[src/rtl/ahb_slv_fifo_ctrl_pkg.sv]
// Shared helpers for the XSPI AHB slave FIFO controller.
package xspi_fifo_pkg;

    // Advance a pointer by one, wrapping to zero after the last valid entry.
    // DEPTH need not be a power of two, so plain binary overflow is not enough.
    function automatic int unsigned ptr_inc(input int unsigned ptr, input int unsigned depth);
        return (ptr >= depth - 1) ? 0 : ptr + 1;
    endfunction

    // Occupancy counter width: one extra bit so a full FIFO (DEPTH entries) fits.
    function automatic int unsigned level_width(input int unsigned ptr_width);
        return ptr_width + 1;
    endfunction

endpackage

[src/rtl/ahb_slv_fifo_ctrl_if.sv]
// Producer/consumer side of the FIFO controller: handshakes, status and errors.
interface ahb_slv_fifo_ctrl_if #(
    parameter int unsigned PTR_WIDTH  = 3,
    parameter int unsigned DATA_WIDTH = 39
);
    logic                  push;
    logic [DATA_WIDTH-1:0] push_data;
    logic                  pop;
    logic [DATA_WIDTH-1:0] pop_data;
    logic                  pop_valid;
    logic                  full;
    logic                  empty;
    logic                  almost_full;
    logic [PTR_WIDTH:0]    level;
    logic                  flush;
    logic                  ovf;
    logic                  udf;
    logic                  clr_err;

    modport master (
        output push, push_data, pop, flush, clr_err,
        input  pop_data, pop_valid, full, empty, almost_full, level, ovf, udf
    );

    modport slave (
        input  push, push_data, pop, flush, clr_err,
        output pop_data, pop_valid, full, empty, almost_full, level, ovf, udf
    );
endinterface

[src/rtl/ahb_slv_fifo_ptr.sv]
// FIFO pointer register with wrap at DEPTH, increment enable and synchronous clear.
module ahb_slv_fifo_ptr
    import xspi_fifo_pkg::*;
#(
    parameter int unsigned PTR_WIDTH = 3,
    parameter int unsigned DEPTH     = 7
) (
    input  logic                 clk,
    input  logic                 rst_n,
    input  logic                 clr_i,
    input  logic                 inc_i,
    output logic [PTR_WIDTH-1:0] ptr_o
);
    logic [PTR_WIDTH-1:0] ptr_q;
    logic [PTR_WIDTH-1:0] ptr_d;

    // Next pointer: clear has priority over increment.
    always_comb begin
        ptr_d = ptr_q;
        if (clr_i) begin
            ptr_d = '0;
        end else if (inc_i) begin
            ptr_d = PTR_WIDTH'(ptr_inc(32'(ptr_q), DEPTH));
        end
    end

    // Pointer register.
    always_ff @(posedge clk or negedge rst_n) begin
        if (!rst_n) begin
            ptr_q <= '0;
        end else begin
            ptr_q <= ptr_d;
        end
    end

    assign ptr_o = ptr_q;
endmodule

[src/rtl/ahb_slv_fifo_ctrl.sv]
// FIFO controller for the XSPI AHB slave buffers: pointers, occupancy, flags
// and sticky errors, driving an external 1W/1R memory with registered read.
module ahb_slv_fifo_ctrl
    import xspi_fifo_pkg::*;
#(
    parameter int unsigned PTR_WIDTH    = 3,
    parameter int unsigned DATA_WIDTH   = 39,
    parameter int unsigned DEPTH        = 7,
    parameter int unsigned AFULL_THRESH = 5
) (
    input  logic                  clk,
    input  logic                  rst_n,
    ahb_slv_fifo_ctrl_if.slave    bus,
    output logic [PTR_WIDTH-1:0]  mem_waddr,
    output logic                  mem_wen,
    output logic [DATA_WIDTH-1:0] mem_wdata,
    output logic [PTR_WIDTH-1:0]  mem_raddr,
    output logic                  mem_ren,
    input  logic [DATA_WIDTH-1:0] mem_rdata
);
    localparam int unsigned      LVL_W   = level_width(PTR_WIDTH);
    localparam logic [LVL_W-1:0] DEPTH_L = LVL_W'(DEPTH);
    localparam logic [LVL_W-1:0] AFULL_L = LVL_W'(AFULL_THRESH);

    logic [PTR_WIDTH-1:0] wptr;
    logic [PTR_WIDTH-1:0] rptr;
    logic [LVL_W-1:0]     level_q, level_d;
    logic                 pop_valid_q;
    logic                 ovf_q, ovf_d;
    logic                 udf_q, udf_d;
    logic                 full, empty;
    logic                 push_acc, pop_acc;

    assign full  = (level_q == DEPTH_L);
    assign empty = (level_q == '0);

    // Accept decisions and combinational memory port drive.
    always_comb begin
        push_acc  = bus.push & ~full  & ~bus.flush;
        pop_acc   = bus.pop  & ~empty & ~bus.flush;
        mem_wen   = push_acc;
        mem_waddr = wptr;
        mem_wdata = bus.push_data;
        mem_ren   = pop_acc;
        mem_raddr = rptr;
    end

    ahb_slv_fifo_ptr #(.PTR_WIDTH(PTR_WIDTH), .DEPTH(DEPTH)) u_wptr (
        .clk   (clk),
        .rst_n (rst_n),
        .clr_i (bus.flush),
        .inc_i (push_acc),
        .ptr_o (wptr)
    );

    ahb_slv_fifo_ptr #(.PTR_WIDTH(PTR_WIDTH), .DEPTH(DEPTH)) u_rptr (
        .clk   (clk),
        .rst_n (rst_n),
        .clr_i (bus.flush),
        .inc_i (pop_acc),
        .ptr_o (rptr)
    );

    // Next occupancy and sticky error flags; a set in the same cycle beats clr_err.
    always_comb begin
        level_d = level_q;
        if (bus.flush) begin
            level_d = '0;
        end else if (push_acc && !pop_acc) begin
            level_d = level_q + 1'b1;
        end else if (pop_acc && !push_acc) begin
            level_d = level_q - 1'b1;
        end

        ovf_d = ovf_q;
        if (bus.push && full && !bus.flush) begin
            ovf_d = 1'b1;
        end else if (bus.clr_err) begin
            ovf_d = 1'b0;
        end

        udf_d = udf_q;
        if (bus.pop && empty && !bus.flush) begin
            udf_d = 1'b1;
        end else if (bus.clr_err) begin
            udf_d = 1'b0;
        end
    end

    // State registers; pop_valid tracks the memory's one-cycle read latency.
    always_ff @(posedge clk or negedge rst_n) begin
        if (!rst_n) begin
            level_q     <= '0;
            pop_valid_q <= 1'b0;
            ovf_q       <= 1'b0;
            udf_q       <= 1'b0;
        end else begin
            level_q     <= level_d;
            pop_valid_q <= pop_acc;
            ovf_q       <= ovf_d;
            udf_q       <= udf_d;
        end
    end

    assign bus.pop_data    = mem_rdata;
    assign bus.pop_valid   = pop_valid_q;
    assign bus.full        = full;
    assign bus.empty       = empty;
    assign bus.almost_full = (level_q >= AFULL_L);
    assign bus.level       = level_q;
    assign bus.ovf         = ovf_q;
    assign bus.udf         = udf_q;
endmodule

[src/flat_wrapper.sv]
// flat-port wrapper written by rule: the top's interface ports become plain ports
module ahb_slv_fifo_ctrl_flat import xspi_fifo_pkg::*;
#(
    parameter int unsigned PTR_WIDTH    = 3,
    parameter int unsigned DATA_WIDTH   = 39,
    parameter int unsigned DEPTH        = 7,
    parameter int unsigned AFULL_THRESH = 5
)
  (clk, rst_n, mem_waddr, mem_wen, mem_wdata, mem_raddr, mem_ren, mem_rdata, bus_push, bus_push_data, bus_pop, bus_flush, bus_clr_err, bus_pop_data, bus_pop_valid, bus_full, bus_empty, bus_almost_full, bus_level, bus_ovf, bus_udf);
  ahb_slv_fifo_ctrl_if #(.PTR_WIDTH(PTR_WIDTH), .DATA_WIDTH(DATA_WIDTH)) bus_i ();
  input  logic clk;
  input  logic rst_n;
  output logic [PTR_WIDTH-1:0] mem_waddr;
  output logic mem_wen;
  output logic [DATA_WIDTH-1:0] mem_wdata;
  output logic [PTR_WIDTH-1:0] mem_raddr;
  output logic mem_ren;
  input  logic [DATA_WIDTH-1:0] mem_rdata;
  input wire logic [$bits(bus_i.push)-1:0] bus_push;
  input wire logic [$bits(bus_i.push_data)-1:0] bus_push_data;
  input wire logic [$bits(bus_i.pop)-1:0] bus_pop;
  input wire logic [$bits(bus_i.flush)-1:0] bus_flush;
  input wire logic [$bits(bus_i.clr_err)-1:0] bus_clr_err;
  output wire logic [$bits(bus_i.pop_data)-1:0] bus_pop_data;
  output wire logic [$bits(bus_i.pop_valid)-1:0] bus_pop_valid;
  output wire logic [$bits(bus_i.full)-1:0] bus_full;
  output wire logic [$bits(bus_i.empty)-1:0] bus_empty;
  output wire logic [$bits(bus_i.almost_full)-1:0] bus_almost_full;
  output wire logic [$bits(bus_i.level)-1:0] bus_level;
  output wire logic [$bits(bus_i.ovf)-1:0] bus_ovf;
  output wire logic [$bits(bus_i.udf)-1:0] bus_udf;
  assign bus_i.push = bus_push;
  assign bus_i.push_data = bus_push_data;
  assign bus_i.pop = bus_pop;
  assign bus_i.flush = bus_flush;
  assign bus_i.clr_err = bus_clr_err;
  assign bus_pop_data = bus_i.pop_data;
  assign bus_pop_valid = bus_i.pop_valid;
  assign bus_full = bus_i.full;
  assign bus_empty = bus_i.empty;
  assign bus_almost_full = bus_i.almost_full;
  assign bus_level = bus_i.level;
  assign bus_ovf = bus_i.ovf;
  assign bus_udf = bus_i.udf;
  ahb_slv_fifo_ctrl #(.PTR_WIDTH(PTR_WIDTH), .DATA_WIDTH(DATA_WIDTH), .DEPTH(DEPTH), .AFULL_THRESH(AFULL_THRESH)) u_core (.clk(clk), .rst_n(rst_n), .bus(bus_i), .mem_waddr(mem_waddr), .mem_wen(mem_wen), .mem_wdata(mem_wdata), .mem_raddr(mem_raddr), .mem_ren(mem_ren), .mem_rdata(mem_rdata));
endmodule
[config.mk]
export PLATFORM = sky130hd
export DESIGN_NAME = ahb_slv_fifo_ctrl_flat
export DESIGN_NICKNAME = d
export VERILOG_FILES = /design/src/rtl/ahb_slv_fifo_ctrl_pkg.sv /design/src/rtl/ahb_slv_fifo_ctrl_if.sv /design/src/rtl/ahb_slv_fifo_ptr.sv /design/src/rtl/ahb_slv_fifo_ctrl.sv /design/src/flat_wrapper.sv
export SDC_FILE = /design/constraint.sdc
export NUM_CORES = 1
export LEC_CHECK = 0
export CAP_MARGIN = 20
export CORE_MARGIN = 2
export CORE_UTILIZATION = 24
export DETAILED_ROUTE_END_ITERATION = 7
export PLACE_DENSITY = 0.79
export SETUP_SLACK_MARGIN = 0.05
export SYNTH_ARGS = -nofsm -noshare
export SYNTH_HDL_FRONTEND = slang
export SYNTH_SLANG_ARGS = --single-unit
[constraint.sdc]
create_clock -name clk -period 2.3 [get_ports clk]
set_clock_uncertainty 0.1 [all_clocks]
set_input_delay 0.575 -clock clk [delete_from_list [all_inputs] [get_ports clk]]
set_output_delay 0.575 -clock clk [all_outputs]
set_load 0.05 [all_outputs]
==> impl_metrics.env <==
export IMPL_synth_seq_cells=13
export IMPL_postRouteAntennaNets=0
export IMPL_grt_pass1_wl_um=4436
export IMPL_layout_cells_non_filler=201
export IMPL_drt_pass1_iter_count=4
export IMPL_cpLargestDelayFamily="compound AO/OA/AOI/OAI gates"
export IMPL_h_tree_depth=1
export IMPL_num_rows=28
export IMPL_power_share_clock=0.114
export IMPL_syn_area_per_cell_sq_um=8.675
export IMPL_multi_input_area_sq_um=568.0
export IMPL_antenna_cells=0
export IMPL_path_buf_inv=2
export IMPL_sequentialPowerShare=0.201
export IMPL_end_kind="output pin"
export IMPL_p_sw_frac=0.4842
export IMPL_p_int_w=0.0009203
export IMPL_timing_fmax_ghz=0.4458
export IMPL_drt_iter0_drc=39
export IMPL_worstHoldPathType="flop to flop"
export IMPL_yosys_warnings=0
export IMPL_grt_overflow=0
export IMPL_rsz0062_at_grt="true"
export IMPL_async_flop_share=1.000
export IMPL_finalWeightedCongestion=0.8423
export IMPL_ir_drop_v=0.0008576
export IMPL_status="finished, final reports clean"
export IMPL_dr_total_vias=872
export IMPL_netlist_area_sq_mm=0.001431
export IMPL_period_minus_slack_ns=2.243
export IMPL_synth_cell_types=37
export IMPL_slew_headroom=0.5763
export IMPL_clock_sinks=13
export IMPL_io_buffers=23
export IMPL_comb_power_share=0.685
export IMPL_tightest_slew_ns=0.6336
export IMPL_antenna_found_initial=0
export IMPL_finalNetCount=217
export IMPL_regArea_sq_um=330.3
export IMPL_yosys_most_used_dff="dfrtp_1"
export IMPL_cts_tree="done"
export IMPL_power_density_mw_per_mm2=1249
export IMPL_hold_slack_ns=0.4339
export IMPL_core_area_sq_mm=0.005851
export IMPL_finalCritPeriodShare=0.9753
export IMPL_wl_um=2824
export IMPL_root_buffer="clkbuf_8"
export IMPL_crit_slowest_cell="o41ai_4"
export IMPL_dp_cells=196
export IMPL_die_w_um=81.23
export IMPL_path_clk_slew_ns=0.06
export IMPL_start_kind="flop"
export IMPL_crit_fanout=11
export IMPL_setup_viol=0
export IMPL_syn_num_nets=255
export IMPL_crit_type="flop to output pin"
export IMPL_io_pins=180
export IMPL_final_common_cell="buf_4"
export IMPL_p_leak_nw=0.6141
export IMPL_synthToLayoutAreaGrowth_pct=-0.1749
export IMPL_dieHeight_um=81.23
export IMPL_grt_max_degree=16
export IMPL_crit_path_cell_trace="o41ai_4 -> buf_4 -> nor2_4 -> buf_12"
export IMPL_clock_path_buffers=2
export IMPL_cp_arrival_ns=1.57
export IMPL_syn_inst=165
export IMPL_track_usage=0.08761
export IMPL_drive_gt1_frac=0.4206
export IMPL_viasPerCell=4.338
export IMPL_max_stage_delay_ns=0.44
export IMPL_mostFrequentLayoutCells="22 x buf_4, 9 x dfrtp_1, 8 x a21oi_1, 8 x clkdlybuf4s50_1, 5 x inv_1"
export IMPL_post_drt_wl_per_cell_um=14.05
export IMPL_power_w=0.001784
export IMPL_grt_pass1_vias=940
export IMPL_ys_seq_area_frac=0.2273
export IMPL_hold_violations=0
export IMPL_p_sw_w=0.0008641
export IMPL_slew_violations=0
export IMPL_nFillCells=609
export IMPL_drc_errors=0
export IMPL_initial_core_util=0.2447
export IMPL_drv_cap=0
export IMPL_ctsHoldBuffers=0
export IMPL_synth_edff_count=0
export IMPL_crit_required_ns=1.62
export IMPL_cts_buffers=3
export IMPL_dieArea_sq_mm=0.006598
export IMPL_clkLatencyLatePin_ns=0.24
export IMPL_dp_final_hpwl_um=2124
==> power groups by stage <==
stage                     Clock (W)  Sequential (W)  Combinational, W
after floorplan                   0        0.000585          0.000897
after global placement            0        0.000361           0.00114
after detailed placement          0        0.000363           0.00116
after CTS                  0.000209        0.000359           0.00123
after global routing       0.000220        0.000365           0.00130
final                      0.000204        0.000358           0.00122
==> logic make-up after synthesis <==
kind of cell | count (synthesis) | synth area share
DFF | 13 | 0.2273
AOI/OAI and AO/OA | 23 | 0.1040
muxes | 1 | 0.006993
and+or+nand+nor | 33 | 0.1547
adders and majority gates | 6 | 0.05769
xor gates and xnor gates | 1 | 0.006120
buffers and inverters | 88 | 0.4432
==> registers in the layout, indices dropped and copies added (netlist names) <==
register              cells
u_core.bus.level          4
u_core.u_rptr.ptr_o       3
u_core.u_wptr.ptr_o       3
u_core.bus.ovf            1
u_core.bus.pop_valid      1
u_core.bus.udf            1
==> Yosys cell counts, types with 2 or more instances <==
| cell type | n | share of area |
|---|---|---|
| a21oi_1 | 9 | 0.031 |
| inv_2 | 2 | 0.0052 |
| o21ai_1 | 3 | 0.010 |
| o21ai_0 | 3 | 0.010 |
| nand2_1 | 4 | 0.010 |
| nand3b_1 | 2 | 0.010 |
| buf_4 | 79 | 0.41 |
| inv_1 | 5 | 0.013 |
| nand4b_1 | 2 | 0.012 |
| nand3_1 | 2 | 0.0070 |
| nor3_1 | 4 | 0.014 |
| nor2_1 | 6 | 0.016 |
| ha_1 | 5 | 0.044 |
| dfrtp_1 | 13 | 0.23 |
| nand2b_1 | 3 | 0.013 |
| nor3_2 | 2 | 0.014 |
==> metrics by stage <==
| stage | worst slack (ns) | cell area, sq um | setup TNS (ns) | util |
|---|---|---|---|---|
| 2_1_floorplan | -0.06324 | 1480 | -0.1179 | - |
| 3_3_place_gp | -0.3008 | 1321 | -0.7568 | 0.2258 |
| 3_5_place_dp | -0.3686 | 1321 | -0.9687 | 0.2258 |
| 4_1_cts | 0.05461 | 1423 | 0 | 0.2432 |
| 5_1_grt | -0.008832 | 1429 | -0.01052 | 0.2442 |
| 6_report | 0.05688 | 1429 | 0 | 0.2442 |
==> cell type report <==
class                           instances  area share
Multi-Input combinational cell         64      0.3975
Timing Repair Buffer                   38      0.2539
Sequential cell                        13      0.2312
Tap cell                               75     0.06567
Clock buffer                            4     0.03152
Inverter                                7     0.02014
==> metal layers <==
metal	wire length, um	vias to the layer above	track usage
met3	274	22	0.03000
met4	171	0	0.08305
li1	-	398	-
met5	0	-	0
met2	1348	41	0.1405
met1	1030	411	0.08833
==> worst register-to-register path, cell delays in order (launching register included) <==
cell and delay, ns:
dfrtp_2 0.42, o41ai_4 0.44, nand3_4 0.16, ha_4 0.33
nand3_2 0.09, o211a_1 0.14, mux2i_1 0.12, a311o_1 0.32
==> path summary, 6_finish.rpt <==
check | start | endpoint | slack, ns | cells after the start
setup / recovery | u_core.bus.level[2] | mem_ren | 0.06 | 4
hold / removal | u_core.bus.udf | u_core.bus.udf | 0.43 | 2
setup reg to reg | u_core.bus.level[2] | u_core.bus.level[3] | 0.07 | 7
hold reg to reg | u_core.bus.udf | u_core.bus.udf | 0.43 | 2
max in group asynchronous | rst_n | u_core.bus.level[0] | 1.03 | 1
min in group asynchronous | rst_n | u_core.u_wptr.ptr_o[0] | 0.63 | 1
==> timing repair <==
action / in CTS / in global routing
pin swaps: 3 / 2
setup endpoints to repair: 4 / 4
setup buffers: 1 / 0
gates resized for setup: 11 / 2
Power figures use the tool's default switching activity.
